**config.mk**
```make
export PLATFORM = sky130hd
export DESIGN_NAME = sw_irq_servicer
export DESIGN_NICKNAME = d
export VERILOG_FILES = /design/src/rtl/sw_irq_servicer_pkg.sv /design/src/rtl/sw_irq_servicer_fifo.sv /design/src/rtl/sw_irq_servicer.sv
export SDC_FILE = /design/constraint.sdc
export NUM_CORES = 1
export LEC_CHECK = 0
export CAP_MARGIN = 20
export CORE_MARGIN = 1.5
export CORE_UTILIZATION = 55
export CTS_CLUSTER_SIZE = 30
export DETAILED_ROUTE_END_ITERATION = 12
export GPL_ROUTABILITY_DRIVEN = 0
export GPL_TIMING_DRIVEN = 0
export PLACE_DENSITY = 0.83
export REMOVE_ABC_BUFFERS = 1
export SLEW_MARGIN = 30
export SYNTH_ARGS = -nofsm -noshare
export SYNTH_HDL_FRONTEND = slang
export SYNTH_SLANG_ARGS = --single-unit
```
**constraint.sdc**
```tcl
create_clock -name clk -period 6.6 [get_ports clk]
set_input_delay 1.65 -clock clk [delete_from_list [all_inputs] [get_ports clk]]
set_output_delay 1.65 -clock clk [all_outputs]
set_load 0.03 [all_outputs]
```
**src/rtl/sw_irq_servicer_pkg.sv**
```systemverilog
// Shared types and constants for the switch-PIO interrupt servicer.
// FSM state encoding and the PIO register map used on the Avalon-MM side.
package sw_irq_servicer_pkg;

    typedef enum logic [2:0] {
        INIT     = 3'd0,
        IDLE     = 3'd1,
        RD_EDGE  = 3'd2,
        CAP_EDGE = 3'd3,
        CLR_EDGE = 3'd4,
        RD_DATA  = 3'd5,
        CAP_DATA = 3'd6,
        PUSH     = 3'd7
    } state_t;

    localparam logic [1:0] ADDR_DATA = 2'd0;
    localparam logic [1:0] ADDR_MASK = 2'd2;
    localparam logic [1:0] ADDR_EDGE = 2'd3;

    localparam int TIME_W = 32;

endpackage

```
**src/rtl/sw_irq_servicer_fifo.sv**
```systemverilog
// First-word-fall-through event FIFO; DEPTH must be a power of two so the
// pointers wrap naturally. A push while full is accepted only if a pop frees a slot.
module sw_irq_servicer_fifo #(
    parameter int WIDTH = 8,
    parameter int DEPTH = 4
) (
    input  logic             clk,
    input  logic             reset,
    input  logic             push,
    input  logic             pop,
    input  logic [WIDTH-1:0] din,
    output logic [WIDTH-1:0] dout,
    output logic             full,
    output logic             empty
);
    localparam int AW = (DEPTH > 1) ? $clog2(DEPTH) : 1;
    localparam logic [AW-1:0] PTR_ONE  = 1;
    localparam logic [AW:0]   CNT_ONE  = 1;
    localparam logic [AW:0]   CNT_FULL = (AW+1)'(DEPTH);

    logic [WIDTH-1:0] mem_q [DEPTH];
    logic [AW-1:0]    wr_ptr_q, rd_ptr_q;
    logic [AW:0]      count_q;
    logic             do_push, do_pop;

    assign empty   = (count_q == '0);
    assign full    = (count_q == CNT_FULL);
    assign do_pop  = pop && !empty;
    assign do_push = push && (!full || do_pop);
    assign dout    = mem_q[rd_ptr_q];

    always_ff @(posedge clk) begin
        if (do_push) begin
            mem_q[wr_ptr_q] <= din;
        end
    end

    always_ff @(posedge clk) begin
        if (reset) begin
            wr_ptr_q <= '0;
            rd_ptr_q <= '0;
            count_q  <= '0;
        end else begin
            if (do_push) wr_ptr_q <= wr_ptr_q + PTR_ONE;
            if (do_pop)  rd_ptr_q <= rd_ptr_q + PTR_ONE;
            if (do_push && !do_pop)      count_q <= count_q + CNT_ONE;
            else if (do_pop && !do_push) count_q <= count_q - CNT_ONE;
        end
    end

endmodule

```
**src/rtl/sw_irq_servicer.sv**
```systemverilog
// Services a switch PIO interrupt: reads/clears the edge register, reads levels, queues events.
// Define SW_IRQ_SERVICER_TIMESTAMP_EN to stamp each event with a free-running cycle count.
module sw_irq_servicer
    import sw_irq_servicer_pkg::*;
#(
    parameter int WIDTH      = 18,
    parameter int FIFO_DEPTH = 4
) (
    input  logic             clk,
    input  logic             reset,
    output logic [1:0]       avm_address,
    output logic             avm_chipselect,
    output logic             avm_write_n,
    output logic [31:0]      avm_writedata,
    input  logic [31:0]      avm_readdata,
    input  logic             irq_in,
    input  logic [WIDTH-1:0] mask_cfg,
    input  logic             mask_load,
    output logic             evt_valid,
    input  logic             evt_ready,
    output logic [WIDTH-1:0] evt_edges,
    output logic [WIDTH-1:0] evt_level,
    output logic [31:0]      evt_time,
    output logic             overflow,
    input  logic             overflow_clr
);
    state_t           state_q, state_d;
    logic [WIDTH-1:0] edges_q, edges_d, level_q, level_d;
    logic [WIDTH-1:0] mask_val_q, mask_val_d;
    logic             mask_pend_q, mask_pend_d;
    logic             overflow_q, overflow_d;
    logic             bus_cs, bus_wn;
    logic [1:0]       bus_addr;
    logic [31:0]      bus_wd;
    logic             push_evt, fifo_full, fifo_empty, fifo_pop, drop;
    logic             unused_rd;

    assign unused_rd = ^(avm_readdata >> WIDTH);

    always_comb begin
        state_d     = state_q;
        edges_d     = edges_q;
        level_d     = level_q;
        mask_pend_d = mask_pend_q;
        mask_val_d  = mask_val_q;
        bus_cs      = 1'b0;
        bus_wn      = 1'b1;
        bus_addr    = '0;
        bus_wd      = '0;
        push_evt    = 1'b0;
        if (mask_load) begin
            mask_pend_d = 1'b1;
            mask_val_d  = mask_cfg;
        end
        case (state_q)
            INIT: begin
                bus_cs   = 1'b1;
                bus_wn   = 1'b0;
                bus_addr = ADDR_MASK;
                bus_wd   = 32'(mask_cfg);
                state_d  = IDLE;
            end
            IDLE: begin
                // A mask write (held or arriving now) wins over a pending irq.
                if (mask_pend_q || mask_load) begin
                    bus_cs      = 1'b1;
                    bus_wn      = 1'b0;
                    bus_addr    = ADDR_MASK;
                    bus_wd      = mask_load ? 32'(mask_cfg) : 32'(mask_val_q);
                    mask_pend_d = 1'b0;
                end else if (irq_in) begin
                    state_d = RD_EDGE;
                end
            end
            RD_EDGE: begin
                bus_cs   = 1'b1;
                bus_addr = ADDR_EDGE;
                state_d  = CAP_EDGE;
            end
            CAP_EDGE: begin
                edges_d = avm_readdata[WIDTH-1:0];
                state_d = (avm_readdata[WIDTH-1:0] == '0) ? IDLE : CLR_EDGE;
            end
            CLR_EDGE: begin
                bus_cs   = 1'b1;
                bus_wn   = 1'b0;
                bus_addr = ADDR_EDGE;
                state_d  = RD_DATA;
            end
            RD_DATA: begin
                bus_cs   = 1'b1;
                bus_addr = ADDR_DATA;
                state_d  = CAP_DATA;
            end
            CAP_DATA: begin
                level_d = avm_readdata[WIDTH-1:0];
                state_d = PUSH;
            end
            PUSH: begin
                push_evt = 1'b1;
                state_d  = IDLE;
            end
            default: state_d = INIT;
        endcase
    end

    always_ff @(posedge clk) begin
        if (reset) begin
            state_q     <= INIT;
            edges_q     <= '0;
            level_q     <= '0;
            mask_pend_q <= 1'b0;
            mask_val_q  <= '0;
            overflow_q  <= 1'b0;
        end else begin
            state_q     <= state_d;
            edges_q     <= edges_d;
            level_q     <= level_d;
            mask_pend_q <= mask_pend_d;
            mask_val_q  <= mask_val_d;
            overflow_q  <= overflow_d;
        end
    end

    // Bus is held idle for the whole reset cycle even though state is already INIT.
    assign avm_chipselect = reset ? 1'b0 : bus_cs;
    assign avm_write_n    = reset ? 1'b1 : bus_wn;
    assign avm_address    = reset ? 2'd0 : bus_addr;
    assign avm_writedata  = reset ? 32'd0 : bus_wd;

    // evt_valid/evt_ready: an entry is presented while the FIFO is non-empty and
    // leaves on any clock edge where both are high; evt_* stay stable until then.
    assign fifo_pop   = evt_valid && evt_ready;
    assign drop       = push_evt && fifo_full && !fifo_pop;
    assign overflow_d = drop ? 1'b1 : (overflow_clr ? 1'b0 : overflow_q);
    assign overflow   = overflow_q;
    assign evt_valid  = !fifo_empty;

`ifdef SW_IRQ_SERVICER_TIMESTAMP_EN
    localparam int ENTRY_W = 2 * WIDTH + TIME_W;
    logic [31:0] tick_q, stamp_q;

    always_ff @(posedge clk) begin
        if (reset) begin
            tick_q  <= '0;
            stamp_q <= '0;
        end else begin
            tick_q <= tick_q + 32'd1;
            if (state_q == CAP_EDGE) stamp_q <= tick_q;
        end
    end
`else
    localparam int ENTRY_W = 2 * WIDTH;
`endif

    logic [ENTRY_W-1:0] fifo_din, fifo_dout;

`ifdef SW_IRQ_SERVICER_TIMESTAMP_EN
    assign fifo_din = {edges_q, level_q, stamp_q};
    assign evt_time = fifo_empty ? 32'd0 : fifo_dout[TIME_W-1:0];
`else
    assign fifo_din = {edges_q, level_q};
    assign evt_time = 32'd0;
`endif

    assign evt_edges = fifo_empty ? '0 : fifo_dout[ENTRY_W-1 -: WIDTH];
    assign evt_level = fifo_empty ? '0 : fifo_dout[ENTRY_W-WIDTH-1 -: WIDTH];

    sw_irq_servicer_fifo #(
        .WIDTH (ENTRY_W),
        .DEPTH (FIFO_DEPTH)
    ) u_fifo (
        .clk   (clk),
        .reset (reset),
        .push  (push_evt),
        .pop   (fifo_pop),
        .din   (fifo_din),
        .dout  (fifo_dout),
        .full  (fifo_full),
        .empty (fifo_empty)
    );

endmodule
```
# After elaboration in Yosys (flattened, before gate mapping)
# Memories as Yosys holds them, arrays and structs flattened. A register that Yosys moved wholly into a read port is not among the register bits.
# Index checks and enable logic that the tools add are counted.
[op_classes]
add_sub_neg = 4
eq_ne = 10
n_mux = 31
n_reduce_logical = 24
[op_table]
columns = ["cell", "count"]
rows = [
  ["2-to-1 mux 18 bit", 4],
  ["one-hot mux 18 bit (2 select lines)", 1],
  ["2-to-1 mux 32 bit", 1],
  ["one-hot mux 3 bit (7 select lines)", 1],
  ["zero test 18 bit", 1],
  ["equality test 3 bit, second input constant", 5],
  ["2-to-1 mux 3 bit", 5],
  ["2-to-1 mux 1 bit", 12],
  ["2-to-1 mux 2 bit", 4],
  ["logical AND 1 bit", 7],
  ["equality test 3 x 2 -> 1 bit, second input constant", 2],
  ["zero test 3 bit", 2],
  ["one-hot mux 2 bit (3 select lines)", 1],
  ["OR reduction 2 bit", 3],
  ["zero test 1 bit", 5],
  ["adder 2 x 1 -> 2 bit, second input constant", 2],
  ["!= test 2 bit, second input constant", 2],
  ["one-hot mux 1 bit (2 select lines)", 2],
  ["nonzero test 2 bit", 2],
  ["OR reduction 4 bit", 1],
  ["adder 3 x 1 -> 3 bit, second input constant", 1],
  ["equality test 3 x 1 -> 1 bit, second input constant", 1],
  ["subtractor 3 x 1 -> 3 bit, second input constant", 1],
  ["logical OR 1 bit", 2],
  ["AND reduction 2 bit", 1],
]
[word_totals]
regBits = 66
mem_bits_rw = 144
inputBits = 56
elab_cells = 79
mem_count = 1
[mem_list]
columns = ["memory", "depth", "word_bits", "read_ports", "rd_ports_with_merged_regs", "wr", "line_no", "text"]
rows = [
  ["u_fifo.mem_q", 4, 36, 1, 1, 1, "sw_irq_servicer_fifo.sv:21", "logic [WIDTH-1:0] mem_q [DEPTH];"],
]

# Longest topological paths before layout
# Gate-level depths: netlist (run 1).
[depth]
depth_word = 10
depth_mapped = 9
mapped_depth_nobuf = 8

# Modules after synthesis
# A second synthesis (run 1) with hierarchy kept.
[unflattened]
hier_cells = 609
hier_area_um2 = 8744.6
[modules_own_cells]
columns = ["module", "n_inst", "cells_each", "area_per_inst_um2", "seq_area_each_um2"]
rows = [
  ["sw_irq_servicer_fifo", 1, 236, 5683.0, 4504.3],
  ["sw_irq_servicer", 1, 373, 3061.7, 1181.1],
]

# Worst setup path before layout (run 1)
# OpenSTA, ideal clock, no wires.
[synth_path]
path_type = "in2out"
from = "input mask_load"
to = "output avm_writedata[10]"
arrival_ns = 2.699
required_ns = 4.950
setup_slack_ns = 2.251
stages = 6
path_cell_list = "buf_2 -> o21a_1 -> buf_4 -> buf_4 -> a22oi_1 -> nor2_1"
[synth_between]
elab_chain_cells = 4
word_cells_on_any_way = 5
classes_between = "mux (4); reduce/logical (1)"
[synth_lines]
columns = ["item", "line_no", "text"]
rows = [
  ["from (decl)", "sw_irq_servicer.sv:18", "input logic mask_load,"],
  ["2-to-1 mux 18 bit or logical OR 1 bit (tied branches)", "sw_irq_servicer.sv:69, sw_irq_servicer.sv:65", ""],
  ["2-to-1 mux 18 bit (*)", "sw_irq_servicer.sv:65", "if (mask_pend_q || mask_load) begin"],
  ["one-hot mux 18 bit (2 select lines) (*)", "sw_irq_servicer.sv:55", "case (state_q)"],
  ["2-to-1 mux 32 bit (*)", "sw_irq_servicer.sv:129", "assign avm_writedata = reset ? 32'd0 : bus_wd;"],
  ["to (decl)", "sw_irq_servicer.sv:14", "output logic [31:0] avm_writedata,"],
]
# Every way passes the cells marked *; elsewhere a longest branch is shown, timed or not.

# Worst setup path after layout (run 1)
[layout_path]
from = "input mask_load"
to = "output avm_writedata[14]"
# Same word-level chain as after synthesis.

==> results of run 1 <==
==> path summary, 6_finish.rpt <==
path | start | to | slack [ns] | cells past startpoint
min | overflow | overflow | 0.49 | 2
min reg2reg | overflow | overflow | 0.49 | 2
max | mask_load | avm_writedata[14] | 0.77 | 7
max reg2reg | u_fifo.count_q[0] | u_fifo.count_q[2] | 3.86 | 8
==> sequential cells by signal (all words and copies together) (netlist names), named ones only <==
register / cells
u_fifo.wr_ptr_q: 2
state_q: 3
overflow: 1
level_q: 18
edges_q: 18
u_fifo.count_q: 3
u_fifo.rd_ptr_q: 2
mask_pend_q: 1
mask_val_q: 18
u_fifo.mem_q: 144
==> per-layer routing <==
| layer | global-route usage [%] | up-vias | routed length, um | part of all wire, % |
|---|---|---|---|---|
| li1 | - | 2386 | - | - |
| met1 | 27.02 | 2602 | 6872 | 39 |
| met2 | 38.60 | 261 | 8995 | 51 |
| met3 | 4.200 | 29 | 1402 | 8.0 |
| met4 | 5.684 | 0 | 345 | 2.0 |
| met5 | 0 | - | 0 | 0 |
==> metrics by stage <==
| stage | util (%) | setup TNS, ns | power, mW |
|---|---|---|---|
| floorplan | - | 0 | 2.178 |
| global placement | 62.77 | -10.97 | 2.607 |
| detailed placement | 63.15 | 0 | 2.629 |
| CTS | 67.88 | 0 | 3.848 |
| global route | 67.91 | 0 | 3.965 |
| finish | 67.91 | 0 | 3.818 |
==> cell type report <==
| cell class | instances | area share [%] |
|---|---|---|
| sequential | 212 | 54.74 |
| multi-input combinational | 387 | 25.46 |
| inverter | 5 | 0.2045 |
| clock buffer | 23 | 5.221 |
| tap | 211 | 2.538 |
| timing repair buffer | 104 | 10.11 |
| clock inverter | 15 | 1.732 |
==> power groups by stage <==
stage	Sequential [mW]	Combinational (mW)	Clock, mW
floorplan	1.52	0.662	0
global placement	1.54	1.07	0
detailed placement	1.52	1.11	0
CTS	1.49	1.11	1.24
global route	1.50	1.17	1.30
finish	1.49	1.10	1.23
==> logic make-up (layout without fill, tap and decap cells) <==
group,Yosys count,count (layout)
compound gates,85,85
xor+xnor,6,6
fa+ha+maj,6,6
buf+inv,88,147
flops,212,212
mux,38,38
other cells,1,46
simple gates,206,206
==> worst reg2reg max path, cell delays in order, from the launching register on <==
cell and delay, ns:
sky130_fd_sc_hd__dfxtp_1 0.37, sky130_fd_sc_hd__or3_2 0.81, sky130_fd_sc_hd__nand2_1 0.24, sky130_fd_sc_hd__ha_1 0.21, sky130_fd_sc_hd__inv_1 0.06, sky130_fd_sc_hd__fa_1 0.38, sky130_fd_sc_hd__xor2_1 0.16, sky130_fd_sc_hd__or3_1 0.30
sky130_fd_sc_hd__a21oi_1 0.15
==> placed cells by master (no fill, tap or decap), drive strengths merged, types with 4 or more instances in the layout <==
cell	Yosys	final
a21oi	60	60
a22oi	18	18
and2	40	40
buf	68	5
bufinv	0	4
clkbuf	15	23
clkdlybuf4s50	0	99
clkinv	0	9
conb	1	46
dfxtp	68	68
edfxtp	144	144
ha	5	5
inv	5	6
mux4	36	36
nand2	77	77
nor2	52	52
nor2b	19	19
nor3	4	4
nor4	4	4
o21ai	4	4
xor2	4	4
==> flow_results.xml, run 1 <==
<?xml version="1.0" encoding="UTF-8"?>
<metrics>
  <group name="outcome">
    <metric name="outcome" unit="">complete, no violations</metric>
  </group>
  <group name="pwr">
    <metric name="seq_power_share" unit="%">39.0</metric>
    <metric name="power.switching_fraction" unit="%">30.31</metric>
    <metric name="power-per-cell-area" unit="nW/um2">367.1</metric>
    <metric name="power.ir.vdd_worst" unit="mV">0.2444</metric>
    <metric name="power_frac_clock" unit="%">32.3</metric>
    <metric name="intPower" unit="mW">2.661</metric>
    <metric name="leakage_power_of_the_design" unit="nW">3.502</metric>
    <metric name="comb_power_share" unit="%">28.7</metric>
    <metric name="switchingPower" unit="mW">1.157</metric>
  </group>
  <group name="timing">
    <metric name="slew-limit-headroom" unit="%">38.86</metric>
    <metric name="rsz_0062_raised_after_global_routing" unit="">false</metric>
    <metric name="layout_skew" unit="ns">0.01976</metric>
    <metric name="post-route-period-util" unit="%">88.37</metric>
    <metric name="final_hold_viol_count" unit="">0</metric>
    <metric name="finalWorstSetupSlack" unit="ns">0.7676</metric>
    <metric name="worst_hold_check_slack" unit="ns">0.4865</metric>
    <metric name="tightest_slew" unit="ns">0.9170</metric>
    <metric name="setup_violations" unit="">0</metric>
    <metric name="final-max-slew-violation-count" unit="">0</metric>
    <metric name="fmax" unit="GHz">0.1715</metric>
    <metric name="timing.final.crit_period" unit="ns">5.832</metric>
  </group>
  <group name="setup_path">
    <metric name="timing.critical_path.mode_cell" unit="">sky130_fd_sc_hd__nor2_1</metric>
    <metric name="crit_chain" unit="">buf_2 -&gt; nor2_1 -&gt; nor4_4 -&gt; buf_4 -&gt; a22oi_1 -&gt; nor2_1 -&gt; clkdlybuf4s50_1</metric>
    <metric name="cp.arrival" unit="ns">4.18</metric>
    <metric name="crit_type" unit="">in2out</metric>
    <metric name="worstPathRequired" unit="ns">4.95</metric>
    <metric name="slowest_cell_on_the_critical_path" unit="">sky130_fd_sc_hd__clkdlybuf4s50_1</metric>
    <metric name="critical_path.max_fanout" unit="">38</metric>
    <metric name="critPathBufInv" unit="">3</metric>
    <metric name="critical_path.max_stage_delay" unit="ns">0.72</metric>
    <metric name="worst_path_dominant_cell_family" unit="">buffers and inverters</metric>
    <metric name="critPathLaunchType" unit="">input port</metric>
    <metric name="setup.worst_path.end_class" unit="">output pin</metric>
  </group>
  <group name="clock_tree">
    <metric name="clock_edge_transition_at_the_registers_on_the_reported_setup_and_hold_paths" unit="ns">0.06</metric>
    <metric name="postCtsHoldBufs" unit="">0</metric>
    <metric name="clk_path_buf_depth" unit="">3</metric>
    <metric name="post_cts.resized_instances" unit="">0</metric>
    <metric name="cts_made_buffers" unit="">21</metric>
    <metric name="cts_post_setup_buffers_inserted" unit="">0</metric>
    <metric name="clock_tree.root_cell" unit="">sky130_fd_sc_hd__clkbuf_16</metric>
    <metric name="htree_num_levels" unit="">1</metric>
    <metric name="numClockSinks" unit="">212</metric>
    <metric name="clock_network_latency_to_the_later_pin_of_the_worst_skew_pair" unit="ns">0.49</metric>
    <metric name="cts_tree" unit="">yes</metric>
  </group>
  <group name="finish">
    <metric name="total_area_of_sequential_cells" unit="um2">5693</metric>
    <metric name="drive_above_1_share" unit="%">11.93</metric>
    <metric name="layout.filler_cells" unit="">1058</metric>
    <metric name="areaGrowthSynthToFinish" unit="%">19.31</metric>
    <metric name="final_design_area_no_fill" unit="um2">10400</metric>
    <metric name="instances_no_fill" unit="">957</metric>
    <metric name="antenna_cells_inserted" unit="">0</metric>
    <metric name="fin_nets" unit="">793</metric>
    <metric name="multiInputGateArea" unit="um2">2648</metric>
  </group>
  <group name="synthesis">
    <metric name="synth.area.mux_share" unit="%">9.531</metric>
    <metric name="synth.yosys.seq_area_share" unit="%">65.22</metric>
    <metric name="synth-xor-area-share" unit="%">0.6028</metric>
    <metric name="synthCells" unit="">642</metric>
    <metric name="synth_area_per_cell" unit="um2">13.58</metric>
    <metric name="synth-async-reset-ratio" unit="%">0</metric>
    <metric name="synthesis.yosys.warnings" unit="">0</metric>
    <metric name="netlist_top_cells_area" unit="">sky130_fd_sc_hd__edfxtp_1 (50%), sky130_fd_sc_hd__dfxtp_1 (16%), sky130_fd_sc_hd__mux4_2 (9.3%), sky130_fd_sc_hd__buf_4 (4.6%), sky130_fd_sc_hd__a21oi_1 (3.4%)</metric>
    <metric name="synth_top_area_share" unit="%">49.61</metric>
    <metric name="synth-edff-count" unit="">144</metric>
    <metric name="synth-adder-area-share" unit="%">0.9473</metric>
    <metric name="synth_top_family_by_area" unit="">simple AND/OR/NAND/NOR gates</metric>
    <metric name="synth-seq-cells" unit="">212</metric>
    <metric name="synth-simple-area-share" unit="%">11.61</metric>
    <metric name="syn_area" unit="um2">8717</metric>
    <metric name="netlist_top_cells_count" unit="">sky130_fd_sc_hd__edfxtp_1 (144), sky130_fd_sc_hd__nand2_1 (76), sky130_fd_sc_hd__dfxtp_1 (68)</metric>
    <metric name="synth_cell_types" unit="">39</metric>
    <metric name="synth_top_area_cell" unit="">sky130_fd_sc_hd__edfxtp_1</metric>
    <metric name="synth_most_common_cell" unit="">sky130_fd_sc_hd__edfxtp_1</metric>
    <metric name="synth_compound_gate_area_share" unit="%">5.512</metric>
    <metric name="synth_flop_cell" unit="">sky130_fd_sc_hd__edfxtp_1</metric>
  </group>
  <group name="place">
    <metric name="numPlacedInstances" unit="">919</metric>
    <metric name="dp_hpwl" unit="mm">10.45</metric>
    <metric name="port-buffer-count" unit="">101</metric>
    <metric name="detailedPlace.worstSlack" unit="ns">0.7356</metric>
    <metric name="placedInstanceArea" unit="um2">9672</metric>
  </group>
  <group name="drt">
    <metric name="finalWirelength" unit="mm">17.62</metric>
    <metric name="drt_iter0_drc" unit="">420</metric>
    <metric name="vias_per_cell" unit="">5.515</metric>
    <metric name="firstDrtPassIters" unit="">5</metric>
    <metric name="wl_per_cell" unit="um">18.41</metric>
    <metric name="drt.antenna.violating_nets" unit="">0</metric>
    <metric name="route.detailed.drc" unit="">0</metric>
    <metric name="detailroute.via_count" unit="">5278</metric>
  </group>
  <group name="floorplanning">
    <metric name="chipWidth" unit="um">128.9</metric>
    <metric name="num_io_pins" unit="">162</metric>
    <metric name="die_height" unit="um">128.9</metric>
    <metric name="rows" unit="">45</metric>
    <metric name="initial_core_util" unit="%">56.92</metric>
    <metric name="design.die.area" unit="um2">16610</metric>
    <metric name="placeableCoreArea" unit="um2">15310</metric>
  </group>
  <group name="grt">
    <metric name="number_of_antenna_violations_at_the_first_check_in_global_routing" unit="">0</metric>
    <metric name="globalRoute.totalOverflow" unit="">0</metric>
    <metric name="grt_max_degree" unit="">40</metric>
    <metric name="global_route_wire_length_before_repair" unit="mm">27.34</metric>
    <metric name="globalRouteTotalUtil" unit="%">21.57</metric>
    <metric name="grt_pass1_vias" unit="">5269</metric>
  </group>
  <group name="job">
    <metric name="max_cap_violations" unit="">0</metric>
  </group>
  <group name="worst_hold_path">
    <metric name="holdCritPathClass" unit="">reg2reg</metric>
  </group>
</metrics>
Note: power is estimated with default switching activity, not from simulation.
==> inputs of run 2 (changes only) <==
Settings changed: CTS_CLUSTER_DIAMETER from default to 40, RECOVER_POWER from default to 50.
==> flow_results.xml, run 2 (same netlist as run 1, synthesis figures left out) <==
<?xml version="1.0" encoding="UTF-8"?>
<metrics>
  <group name="drt">
    <metric name="drt.antenna.violating_nets" unit="">0</metric>
    <metric name="vias_per_cell" unit="">5.538</metric>
    <metric name="met2WireLength" unit="mm">9.096</metric>
    <metric name="drt_iter0_drc" unit="">361</metric>
    <metric name="wl_met1" unit="mm">7.007</metric>
    <metric name="route.detailed.drc" unit="">0</metric>
    <metric name="finalWirelength" unit="mm">17.92</metric>
    <metric name="firstDrtPassIters" unit="">5</metric>
    <metric name="met3RoutedLength" unit="mm">1.365</metric>
    <metric name="wl_per_cell" unit="um">18.61</metric>
    <metric name="detailroute.via_count" unit="">5333</metric>
    <metric name="routed.top_layer" unit="">met4</metric>
  </group>
  <group name="clock_tree">
    <metric name="post_cts.resized_instances" unit="">0</metric>
    <metric name="clock_network_latency_to_the_later_pin_of_the_worst_skew_pair" unit="ns">0.52</metric>
    <metric name="cts_made_buffers" unit="">24</metric>
    <metric name="clock_edge_transition_at_the_registers_on_the_reported_setup_and_hold_paths" unit="ns">0.06</metric>
    <metric name="postCtsHoldBufs" unit="">0</metric>
    <metric name="htree_num_levels" unit="">1</metric>
    <metric name="cts_tree" unit="">yes</metric>
    <metric name="clk_path_buf_depth" unit="">3</metric>
    <metric name="numClockSinks" unit="">212</metric>
    <metric name="cts_post_setup_buffers_inserted" unit="">0</metric>
    <metric name="clock_tree.root_cell" unit="">sky130_fd_sc_hd__clkbuf_16</metric>
  </group>
  <group name="finish">
    <metric name="largest_register_ff_count" unit="">144</metric>
    <metric name="max_flop_register" unit="">u_fifo.mem_q</metric>
    <metric name="layout.core_utilization" unit="%">68.42</metric>
    <metric name="fin_nets" unit="">796</metric>
    <metric name="most-common-layout-cells" unit="">sky130_fd_sc_hd__edfxtp_1 (144), sky130_fd_sc_hd__clkdlybuf4s50_1 (95), sky130_fd_sc_hd__nand2_1 (76)</metric>
    <metric name="areaGrowthSynthToFinish" unit="%">20.21</metric>
    <metric name="antenna_cells_inserted" unit="">0</metric>
    <metric name="layout.cells.most_common" unit="">sky130_fd_sc_hd__edfxtp_1</metric>
    <metric name="drive_above_1_share" unit="%">12.63</metric>
    <metric name="instances_no_fill" unit="">963</metric>
  </group>
  <group name="timing">
    <metric name="slew-limit-headroom" unit="%">-17.61</metric>
    <metric name="timing.final.crit_period" unit="ns">5.815</metric>
    <metric name="tightest_slew" unit="ns">1.764</metric>
    <metric name="layout_skew" unit="ns">0.02280</metric>
    <metric name="fmax" unit="GHz">0.1720</metric>
    <metric name="worst_hold_check_slack" unit="ns">0.4832</metric>
    <metric name="final-max-slew-violation-count" unit="">37</metric>
    <metric name="setup_violations" unit="">0</metric>
    <metric name="final_hold_viol_count" unit="">0</metric>
    <metric name="finalWorstSetupSlack" unit="ns">0.7848</metric>
    <metric name="rsz_0062_raised_after_global_routing" unit="">false</metric>
    <metric name="post-route-period-util" unit="%">88.11</metric>
  </group>
  <group name="place">
    <metric name="detailedPlace.worstSlack" unit="ns">0.7356</metric>
    <metric name="port-buffer-count" unit="">101</metric>
    <metric name="dp_hpwl" unit="mm">10.45</metric>
    <metric name="numPlacedInstances" unit="">919</metric>
  </group>
  <group name="setup_path">
    <metric name="critical_path.max_fanout" unit="">38</metric>
    <metric name="cp.arrival" unit="ns">4.17</metric>
    <metric name="timing.critical_path.mode_cell" unit="">sky130_fd_sc_hd__nor2_1</metric>
    <metric name="setup.worst_path.end_class" unit="">output pin</metric>
    <metric name="worst_path_dominant_cell_family" unit="">buffers and inverters</metric>
    <metric name="crit_type" unit="">in2out</metric>
    <metric name="rr_startpoint" unit="">state_q[2]</metric>
    <metric name="ff2ff_path_depth" unit="">8</metric>
    <metric name="crit-reg2reg-capture" unit="">u_fifo.count_q[2]</metric>
    <metric name="critical_path.max_stage_delay" unit="ns">0.72</metric>
    <metric name="slowest_cell_on_the_critical_path" unit="">sky130_fd_sc_hd__clkdlybuf4s50_1</metric>
    <metric name="crit_cells" unit="">7</metric>
    <metric name="critPathLaunchType" unit="">input port</metric>
    <metric name="reg2reg_setup_slack" unit="ns">3.49</metric>
    <metric name="critPathBufInv" unit="">3</metric>
    <metric name="crit_chain" unit="">buf_2 -&gt; nor2_1 -&gt; nor4_4 -&gt; buf_4 -&gt; a22oi_1 -&gt; nor2_1 -&gt; clkdlybuf4s50_1</metric>
    <metric name="worstPathRequired" unit="ns">4.95</metric>
  </group>
  <group name="worst_hold_path">
    <metric name="hold_path_end" unit="">overflow</metric>
    <metric name="min_delay_path_depth" unit="">2</metric>
    <metric name="hold_path.startpoint" unit="">overflow</metric>
    <metric name="holdCritPathClass" unit="">reg2reg</metric>
  </group>
  <group name="pwr">
    <metric name="leakage_power_of_the_design" unit="nW">3.541</metric>
    <metric name="power.ir.vdd_worst" unit="mV">0.2303</metric>
    <metric name="power-per-cell-area" unit="nW/um2">373.6</metric>
  </group>
  <group name="grt">
    <metric name="grt_pass1_vias" unit="">5399</metric>
    <metric name="global_route_wire_length_before_repair" unit="mm">28.06</metric>
    <metric name="globalRouteTotalUtil" unit="%">22.24</metric>
    <metric name="globalRoute.totalOverflow" unit="">0</metric>
    <metric name="grt_max_degree" unit="">40</metric>
    <metric name="number_of_antenna_violations_at_the_first_check_in_global_routing" unit="">0</metric>
  </group>
  <group name="floorplanning">
    <metric name="design.die.area" unit="um2">16610</metric>
    <metric name="placeableCoreArea" unit="um2">15310</metric>
    <metric name="chipWidth" unit="um">128.9</metric>
    <metric name="num_io_pins" unit="">162</metric>
    <metric name="die_height" unit="um">128.9</metric>
    <metric name="rows" unit="">45</metric>
    <metric name="initial_core_util" unit="%">56.92</metric>
  </group>
  <group name="outcome">
    <metric name="outcome" unit="">finished, violations left</metric>
    <metric name="failed_checks" unit="">capacitance limit, slew limit</metric>
  </group>
  <group name="job">
    <metric name="max_cap_violations" unit="">1</metric>
  </group>
</metrics>
[run 2: changes by cell type in the layout (fill, tap and decap cells not counted), sizes merged]
| cell | before | now |
|---|---|---|
| buf | 5 | 4 |
| clkinv | 9 | 10 |
| clkbuf | 23 | 28 |
| dlygate4sd3 | 0 | 4 |
| bufinv | 4 | 0 |
| clkdlybuf4s50 | 99 | 95 |
| inv | 6 | 11 |
[run 2: through the flow]
step | setup TNS (ns) | cell area [um2] | total power, mW
finish | 0 | 10480 | 3.914
global route | 0 | 10480 | 4.061
CTS | 0 | 10510 | 3.948
detailed placement | 0 | 9672 | 2.629
global placement | -10.97 | 9613 | 2.607
floorplan | 0 | 8338 | 2.178
[run 2: how the worst max path moves through the flow]
stage | slack (ns) | to | from
final | 0.78 | avm_writedata[14] | mask_load
after global routing | 0.59 | avm_writedata[14] | mask_load
after CTS | 0.73 | avm_writedata[14] | mask_load
after detailed placement | 0.74 | avm_writedata[14] | mask_load
after global placement | -0.68 | avm_writedata[14] | reset
after floorplan | 2.02 | avm_writedata[16] | mask_load
[run 2: final cells by class]
type	instances	area, um2
clock inverter	17	202.7
tap	211	264.0
multi-input combinational	387	2630
clock buffer	27	633.1
timing repair buffer	104	1035
sequential	212	5693
fill	1063	4836
inverter	5	21.27
[run 2: per-layer routing]
metal | track usage [%] | up-vias
li1 | - | 2404
met1 | 26.82 | 2637
met2 | 39.79 | 257
met3 | 4.948 | 35
met4 | 7.270 | 0
met5 | 0 | -
[run 2: where the power goes]
| part | internal [mW] | switching, mW | total, mW |
|---|---|---|---|
| registers | 1.43 | 0.0585 | 1.49 |
| clock network | 0.736 | 0.595 | 1.33 |
| logic | 0.475 | 0.619 | 1.09 |
| total | 2.64 | 1.27 | 3.91 |
[run 2: worst register-to-register path: cells and delay by family, from the launching register on]
kind | cells | cell delay [ns]
AO/OA/AOI/OAI | 1 | 0.15
adder cells (fa/ha/maj) | 2 | 0.71
flip-flops | 1 | 0.67
buffers and inverters | 1 | 0.07
XOR/XNOR | 1 | 0.16
AND/OR/NAND/NOR | 3 | 1.29
==> inputs of run 3 (changes only) <==
Settings changed: SETUP_SLACK_MARGIN from default to 0.02.
==> results of run 3 <==
Same layout as run 2: the final DEF is identical, and so are final timing and power.
